## config.mk

```make
export PLATFORM = sky130hd
export DESIGN_NAME = alm_dot_accum
export DESIGN_NICKNAME = d
export VERILOG_FILES = /design/src/rtl/alm_pkg.sv /design/src/rtl/alm_sat_add.sv /design/src/rtl/alm_dot_accum.sv
export SDC_FILE = /design/constraint.sdc
export NUM_CORES = 1
export LEC_CHECK = 0
export ABC_AREA = 1
export ABC_CLOCK_PERIOD_IN_PS = 2300
export CORE_MARGIN = 2
export CORE_UTILIZATION = 50
export DETAILED_ROUTE_END_ITERATION = 8
export PLACE_DENSITY_LB_ADDON = 0.1
export SYNTH_ARGS = -nofsm -noshare
export SYNTH_HDL_FRONTEND = slang
export SYNTH_HIERARCHICAL = 1
export SYNTH_SLANG_ARGS = --single-unit
```

## constraint.sdc

```tcl
create_clock -name i_clk -period 2.3 [get_ports i_clk]
set_input_delay 0.345 -clock i_clk [delete_from_list [all_inputs] [get_ports i_clk]]
set_output_delay 0.345 -clock i_clk [all_outputs]
set_load 0.005 [all_outputs]
```

## src/rtl/alm_pkg.sv

```systemverilog
// Shared definitions for the approximate-log-multiplier reduction datapath:
// FSM states, product width and signed saturation limits.
package alm_pkg;

    localparam int PROD_WIDTH = 16;

    typedef enum logic [1:0] {
        IDLE  = 2'd0,
        ACCUM = 2'd1,
        HOLD  = 2'd2
    } state_t;

    // Largest signed value representable in w bits (w <= 32), as a 32-bit pattern.
    function automatic logic signed [31:0] sat_max(input int w);
        return (32'sd1 <<< (w - 1)) - 32'sd1;
    endfunction

    // Most negative signed value in w bits; its low w bits are the complement of sat_max.
    function automatic logic signed [31:0] sat_min(input int w);
        return ~sat_max(w);
    endfunction

endpackage

```

## src/rtl/alm_sat_add.sv

```systemverilog
// Combinational signed add of an accumulator and a 16-bit product,
// clamped to the accumulator range with an overflow flag.
module alm_sat_add
    import alm_pkg::*;
#(
    parameter int ACC_WIDTH = 24
) (
    input  logic [ACC_WIDTH-1:0]  acc,
    input  logic [PROD_WIDTH-1:0] prod,
    output logic [ACC_WIDTH-1:0]  sum,
    output logic                  ovf
);

    logic signed [ACC_WIDTH:0] wide;
    logic [ACC_WIDTH-1:0]      max_v;
    logic [ACC_WIDTH-1:0]      min_v;

    assign max_v = ACC_WIDTH'(sat_max(ACC_WIDTH));
    assign min_v = ACC_WIDTH'(sat_min(ACC_WIDTH));

    // One guard bit is enough: the product is never wider than the accumulator.
    assign wide = $signed({acc[ACC_WIDTH-1], acc})
                + $signed({{(ACC_WIDTH + 1 - PROD_WIDTH){prod[PROD_WIDTH-1]}}, prod});

    always_comb begin
        ovf = wide[ACC_WIDTH] != wide[ACC_WIDTH-1];
        sum = wide[ACC_WIDTH-1:0];
        if (ovf) begin
            sum = wide[ACC_WIDTH] ? min_v : max_v;
        end
    end

endmodule

```

## src/rtl/alm_dot_accum.sv

```systemverilog
// Streaming saturating dot-product accumulator: sums VEC_LEN signed products
// and hands each result out on a valid/ready port.
module alm_dot_accum
    import alm_pkg::*;
#(
    parameter int VEC_LEN   = 8,
    parameter int ACC_WIDTH = 24
) (
    input  logic                  i_clk,
    input  logic                  i_rst,
    input  logic                  i_valid,
    output logic                  o_ready,
    input  logic [PROD_WIDTH-1:0] i_prod,
    input  logic                  i_clear,
    output logic                  o_valid,
    input  logic                  i_ready,
    output logic [ACC_WIDTH-1:0]  o_acc,
    output logic                  o_sat,
    output logic [7:0]            o_count
);

    state_t               state_reg;
    logic [ACC_WIDTH-1:0] acc_reg;
    logic [7:0]           count_reg;
    logic                 sticky_reg;

    logic [ACC_WIDTH-1:0] sum;
    logic                 ovf;
    logic                 accept;
    logic                 last_term;

    alm_sat_add #(
        .ACC_WIDTH(ACC_WIDTH)
    ) u_sat_add (
        .acc  (acc_reg),
        .prod (i_prod),
        .sum  (sum),
        .ovf  (ovf)
    );

    // o_ready is a register, so it is already low whenever the FSM sits in HOLD.
    assign accept    = i_valid && o_ready;
    assign last_term = count_reg == 8'(VEC_LEN - 1);
    assign o_count   = count_reg;

    always_ff @(posedge i_clk or posedge i_rst) begin
        if (i_rst) begin
            state_reg  <= IDLE;
            acc_reg    <= '0;
            count_reg  <= '0;
            sticky_reg <= 1'b0;
            o_ready    <= 1'b0;
            o_valid    <= 1'b0;
            o_acc      <= '0;
            o_sat      <= 1'b0;
        end else if (i_clear) begin
            // Abort drops any partial sum and pending result but keeps the last o_acc.
            state_reg  <= IDLE;
            acc_reg    <= '0;
            count_reg  <= '0;
            sticky_reg <= 1'b0;
            o_ready    <= 1'b1;
            o_valid    <= 1'b0;
        end else begin
            case (state_reg)
                IDLE, ACCUM: begin
                    o_ready <= 1'b1;
                    if (accept) begin
                        if (last_term) begin
                            o_acc      <= sum;
                            o_sat      <= sticky_reg | ovf;
                            o_valid    <= 1'b1;
                            o_ready    <= 1'b0;
                            acc_reg    <= '0;
                            count_reg  <= '0;
                            sticky_reg <= 1'b0;
                            state_reg  <= HOLD;
                        end else begin
                            acc_reg    <= sum;
                            sticky_reg <= sticky_reg | ovf;
                            count_reg  <= count_reg + 8'd1;
                            state_reg  <= ACCUM;
                        end
                    end
                end
                HOLD: begin
                    if (i_ready) begin
                        o_valid   <= 1'b0;
                        o_ready   <= 1'b1;
                        state_reg <= IDLE;
                    end
                end
                default: begin
                    state_reg <= IDLE;
                    o_valid   <= 1'b0;
                    o_ready   <= 1'b1;
                end
            endcase
        end
    end

endmodule

```

==> flow_metrics.py, run 1 <==
metrics = {
    "die": {
        "die_h_um": 102,
        "core_sq_mm": 0.00933,
        "io_pins": 56,
        "die-area_sq_mm": 0.0105,
        "rows": 35,
        "start_util_pct": 52.0,
        "die_w_um": 102,
    },
    "layout": {
        "drive_above_1_share_pct": 32.8,
        "fin_area_sq_mm": 0.00675,
        "final_util_pct": 72.4,
        "insertedDiodeCount": 0,
        "areaGrowthSynthToFinish_pct": 39.3,
        "finalNetCount": 865,
        "stdcell_count": 952,
        "n_fill_cell": 798,
    },
    "synthesis": {
        "seq_area_frac_synth_pct": 32.0,
        "synthCells": 673,
        "synth_top_area_share_pct": 32.0,
        "synth_ff_type": "dfrtp_1",
        "ys_types": 34,
        "synth_warnings": 6,
        "yosysTopAreaCell": "dfrtp_1",
        "synth_area_sq_mm": 0.00485,
        "ys_ff_latch": 62,
        "synth_edf_count": 0,
        "async_flop_share_pct": 100,
        "syn_avg_cell_area_sq_um": 7.20,
        "synth_nets": 720,
        "netlist_top_cells_count": "223 x nand2_1, 84 x inv_1, 62 x dfrtp_1",
        "yosys.cell_count.top_type": "nand2_1",
        "synthTopCellsByArea": "dfrtp_1 32%, nand2_1 17%, inv_1 6.5%, o21ai_2 6.5%, ha_1 6.5%",
    },
    "routing": {
        "routed_via_density": 5.12,
        "ant_nets": 0,
        "wl_per_cell_um": 14.7,
        "wirelength_um": 14000,
        "post-route-drc-count": 0,
        "vias": 4871,
        "drt_iter0_drc": 229,
        "drt_first_pass_iters": 5,
    },
    "critical_path": {
        "cp_data_required_time_ns": 2.50,
        "path_cells": "clkdlybuf4s50_1 -> ha_2 -> fa_2 -> nand2_2 -> nand2_2 -> nand3_2 -> nand2_2 -> nand2_2 -> nand4_1 -> nand2_4 -> nand3_4 -> nand2_2 -> nand2_2 -> nand2_1 -> o21ai_0",
        "start_kind": "input pin",
        "crit_top_cell": "nand2_2",
        "cpPeakStageDelay_ns": 0.41,
        "slowest_stage": "clkdlybuf4s50_1",
        "path_class": "input pin to register",
        "end_kind": "register",
        "cp.arrival_ns": 2.57,
        "cp_max_fo": 5,
    },
    "timing": {
        "setup_slack_ns": -0.0656,
        "drv_slew": 0,
        "max-slew-margin-rel_pct": 64.2,
        "setup_tns_ns": -1.26,
        "min_period_ns": 2.37,
        "hold_ws_ns": 0.264,
        "clock_skew_ns": 0.00678,
        "finalHoldViolations": 0,
        "rsz0062_at_grt": "yes",
        "setup_viol": 39,
        "tightest_slew_ns": 0.537,
        "max_clock_freq_ghz": 0.423,
        "finalCritPeriodShare_pct": 103,
    },
    "grt": {
        "met2_usage_pct": 45.4,
        "gr-usage-met3_pct": 2.80,
        "grt_max_degree": 51,
        "use_met1_pct": 38.2,
        "grt_usage_pct": 27.7,
        "grt_pass1_vias": 4673,
        "grt_pass1_wl_um": 22600,
        "overflow": 0,
        "gr-max-usage-layer": "met2",
        "antenna_found_initial": 0,
    },
    "pwr": {
        "power_mw": 7.81,
        "power.density_mw_per_mm2": 1160,
        "p_leak_nw": 3.49,
        "vdd_drop_max_uv": 545,
    },
    "clocking": {
        "cts.htree.levels": 3,
        "cts.sinks": 62,
        "root_buffer": "clkbuf_8",
        "clockBufferDepth": 2,
        "path_clk_slew_ns": 0.07,
        "clk_latency_ns": 0.33,
        "cts_tree": "yes",
        "numCtsBuffers": 9,
    },
    "placement": {
        "placed_cell_area_sq_mm": 0.00607,
        "post-place-ws_ns": -0.731,
        "place_inst": 927,
        "dp_hpwl_um": 10200,
        "place_congestion": 0.937,
        "port_buffers": 55,
    },
    "flow_run": {
        "max-cap-violations": 0,
    },
    "run_status": {
        "status": "finished with violations",
        "violations": "setup timing",
    },
    "worst_hold_path": {
        "hold_class": "input pin to async pin",
    },
}
-- worst paths after layout --
path                            cells after the start         end        from  slack (ns)
worst max-delay path                               15  acc_reg[4]   i_prod[0]       -0.07
worst min-delay path                                2    o_acc[0]       i_rst        0.26
worst max register to register                     14  acc_reg[4]  acc_reg[0]       -0.06
worst min register to register                      2     o_valid     o_valid        0.48
max in group asynchronous                           3    o_acc[2]       i_rst        1.53
min in group i_clk                                  2     o_valid     o_valid        0.48
-- cell type report --
cell class | instances | area, sq um | area share [%]
multi-input combinational | 510 | 3190 | 47.2
sequential | 62 | 1550 | 23.0
timing repair buffer | 147 | 1280 | 19.0
inverter | 88 | 333 | 4.93
clock buffer | 13 | 169 | 2.50
tap | 129 | 161 | 2.39
clock inverter | 3 | 65.1 | 0.963
-- power breakdown --
group	switching, mW	internal [mW]	leakage (nW)
clock	0.429	0.699	0.120
combinational	2.97	2.22	2.54
sequential	0.211	1.28	0.831
total	3.61	4.20	3.49
-- layer usage --
layer  wire length [um]  up-vias
li1                   -     2433
met1               6350     2272
met2               6680      132
met3                493       34
met4                435        0
met5                  0        -
-- cells in the final DEF (no fill, tap or decap), types with 2 or more instances in the layout --
master	n
nand2_8	3
o21ai_1	9
dlymetal6s2s_1	3
nand2_1	204
o21ai_2	41
and3_1	2
buf_4	88
o21ai_0	15
a21oi_2	8
dfrtp_1	62
clkdlybuf4s50_1	51
bufinv_16	2
a21oi_1	18
clkbuf_8	12
inv_1	78
inv_2	9
xnor2_1	8
nand2_4	5
ha_4	15
nand2_2	55
nor2_4	2
buf_12	3
nand3_2	6
nor2_1	36
nor2_2	9
ha_1	9
o21bai_1	6
nand4_1	17
nand3_4	3
nand3_1	23
xor2_1	7
-- worst max-delay path, delay by kind of cell --
family	cells	cell delay [ns]
AO/OA/AOI/OAI	1	0.08
AND/OR/NAND/NOR	11	1.17
adder cells (fa/ha/maj)	2	0.57
buffers and inverters	1	0.41
-- logic make-up after synthesis --
family	count (synthesis)	synth area share [%]
compound gates	101	14.0
xor+xnor	15	2.71
simple gates	365	34.3
flops	62	32.0
fa+ha+maj	26	6.86
buf+inv	104	10.1
-- what timing repair did --
action / in CTS / in global routing
cloned: 2 / 1
hold buffers: 0 / 0
setup endpoints to repair: 48 / 48
pin swaps: 7 / 14
setup buffers: 1 / 5
resized for setup: 28 / 51
Note: power is estimated with default switching activity, not from simulation.
==> run 2, diff against run 1 <==
--- a/config.mk
+++ b/config.mk
@@ -7,10 +7,11 @@
 export LEC_CHECK = 0
 export ABC_AREA = 1
 export ABC_CLOCK_PERIOD_IN_PS = 2300
-export CORE_MARGIN = 2
+export CORE_MARGIN = 1.5
 export CORE_UTILIZATION = 50
 export DETAILED_ROUTE_END_ITERATION = 8
 export PLACE_DENSITY_LB_ADDON = 0.1
+export SETUP_SLACK_MARGIN = 0.15
 export SYNTH_ARGS = -nofsm -noshare
 export SYNTH_HDL_FRONTEND = slang
 export SYNTH_HIERARCHICAL = 1
==> flow_metrics.py, run 2 (same netlist as run 1, synthesis figures left out) <==
metrics = {
    "layout": {
        "finalNetCount": 863,
        "insertedDiodeCount": 0,
        "layout_common_cells": "183 x nand2_1, 83 x buf_4, 74 x nand2_2",
        "regArea_sq_mm": 0.00155,
        "layout_commonest_cell": "nand2_1",
        "n_fill_cell": 737,
        "areaGrowthSynthToFinish_pct": 41.2,
        "drive_above_1_share_pct": 36.8,
        "multi_input_area_sq_mm": 0.00334,
        "stdcell_count": 949,
    },
    "routing": {
        "drt_iter0_drc": 226,
        "wl_per_cell_um": 15.1,
        "vias": 4974,
        "wirelength_um": 14300,
        "drt_first_pass_iters": 4,
        "post-route-drc-count": 0,
        "ant_nets": 0,
        "routed_via_density": 5.24,
    },
    "critical_path": {
        "cp_data_required_time_ns": 2.51,
        "start_kind": "input pin",
        "cp.arrival_ns": 2.56,
        "rrSetupSlack_ns": -0.04,
        "worstReg2RegEnd": "acc_reg[18]",
        "ff2ff_path_depth": 11,
        "cpPeakStageDelay_ns": 0.52,
        "cp_max_fo": 5,
        "r2r-start": "acc_reg[18]",
        "end_kind": "register",
        "cp.buffers_inverters": 1,
        "path_class": "input pin to register",
        "critical-path-top-delay-family": "simple AND/OR/NAND/NOR gates",
        "slowest_stage": "clkdlybuf4s50_1",
        "path_cells": "clkdlybuf4s50_1 -> ha_4 -> or2_1 -> nand3_2 -> nand2_2 -> nand2_1 -> nand3_1 -> nand2_4 -> nand2_4 -> nor2_4 -> o21ai_2 -> nand2_1 -> o21ai_1",
    },
    "placement": {
        "post-place-ws_ns": -0.803,
        "place_congestion": 0.944,
        "dp_hpwl_um": 10000,
        "place_inst": 925,
        "port_buffers": 55,
    },
    "grt": {
        "grt_pass1_wl_um": 22900,
        "grt_pass1_vias": 4774,
        "grt_max_degree": 63,
        "grt_usage_pct": 28.5,
        "overflow": 0,
        "antenna_found_initial": 0,
    },
    "timing": {
        "rsz0062_at_grt": "yes",
        "finalCritPeriodShare_pct": 102,
        "drv_slew": 0,
        "setup_viol": 7,
        "finalHoldViolations": 0,
        "setup_slack_ns": -0.0465,
        "min_period_ns": 2.35,
        "max-slew-margin-rel_pct": 63.8,
        "tightest_slew_ns": 0.543,
        "clock_skew_ns": 0.00784,
        "max_clock_freq_ghz": 0.426,
    },
    "die": {
        "die_w_um": 101,
        "die-area_sq_mm": 0.0103,
        "start_util_pct": 52.0,
        "core_sq_mm": 0.00933,
        "io_pins": 56,
        "rows": 35,
        "die_h_um": 101,
    },
    "clocking": {
        "hold_buffers": 0,
        "cts_tree": "yes",
        "cts.htree.levels": 3,
        "cts.sinks": 62,
        "root_buffer": "clkbuf_8",
        "path_clk_slew_ns": 0.07,
        "numCtsBuffers": 9,
        "clk_latency_ns": 0.34,
        "clockBufferDepth": 2,
    },
    "pwr": {
        "power.density_mw_per_mm2": 1160,
        "p_leak_nw": 3.44,
        "vdd_drop_max_uv": 601,
        "power_mw": 7.97,
    },
    "run_status": {
        "status": "finished with violations",
        "violations": "setup timing",
    },
    "flow_run": {
        "max-cap-violations": 0,
    },
    "worst_hold_path": {
        "hold_class": "input pin to async pin",
    },
}
-- run 2: cell types whose count changed in the layout (fill, tap and decap cells not counted), moves of 6 or more --
cell     change
ha_4         +7
ha_1         -6
nand2_1     -21
inv_2        +7
inv_1        -7
nand2_2     +19
-- run 2: worst max-delay path by stage --
stage                            from          end  slack (ns)  cells after the start
after floorplan            acc_reg[0]  acc_reg[10]        0.18                     15
after global placement     i_prod[15]   acc_reg[2]       -0.67                     14
after detailed placement   i_prod[15]   acc_reg[2]       -0.80                     14
after CTS                  acc_reg[0]   acc_reg[5]       0.002                     14
after global routing      acc_reg[18]   acc_reg[0]       -0.19                     11
final                       i_prod[2]  acc_reg[18]       -0.05                     13
-- run 2: metrics by stage --
stage               instance area [sq um]  hold slack [ns]  utilization (%)  TNS [ns]
floorplan                            4850            0.454                -         0
global placement                     6060            0.460             65.0    -29.93
detailed placement                   6060            0.472             65.0    -34.36
CTS                                  6540            0.385             70.2         0
global route                         6850            0.401             73.4     -4.48
finish                               6850            0.372             73.4   -0.0998
-- run 2: power breakdown --
| group | switching, mW | leakage, nW | internal (mW) |
|---|---|---|---|
| clock network | 0.441 | 0.0952 | 0.521 |
| registers | 0.246 | 0.831 | 1.28 |
| logic | 3.13 | 2.51 | 2.35 |
-- run 2: final cells by class --
class | count | share of cell area [%]
multi-input cells | 511 | 48.8
clock buffers | 11 | 2.07
repair buffers | 144 | 18.6
clock inverters | 4 | 0.695
inverters | 88 | 4.86
flip-flops and latches | 62 | 22.7
well taps | 129 | 2.36
-- run 2: routing by layer --
metal	vias to the layer above	GRT usage (%)	routed length, um
met1	2349	39.1	6530
met5	-	0	0
met3	27	4.21	551
met2	161	46.2	6890
li1	2437	-	-
met4	0	9.72	355
-- run 2: tightest hold or removal path, stage by stage --
cell,delay (ns)
clkdlybuf4s50_1,0.41
inv_2,0.07
buf_12,0.29
-- run 2: repair_timing --
| action | 4_1_cts | 5_1_grt |
|---|---|---|
| buffers inserted | 3 | 2 |
| setup endpoints to repair | 50 | 50 |
| resized for setup | 52 | 66 |
| gates cloned | 3 | 1 |
| pin swaps | 37 | 41 |
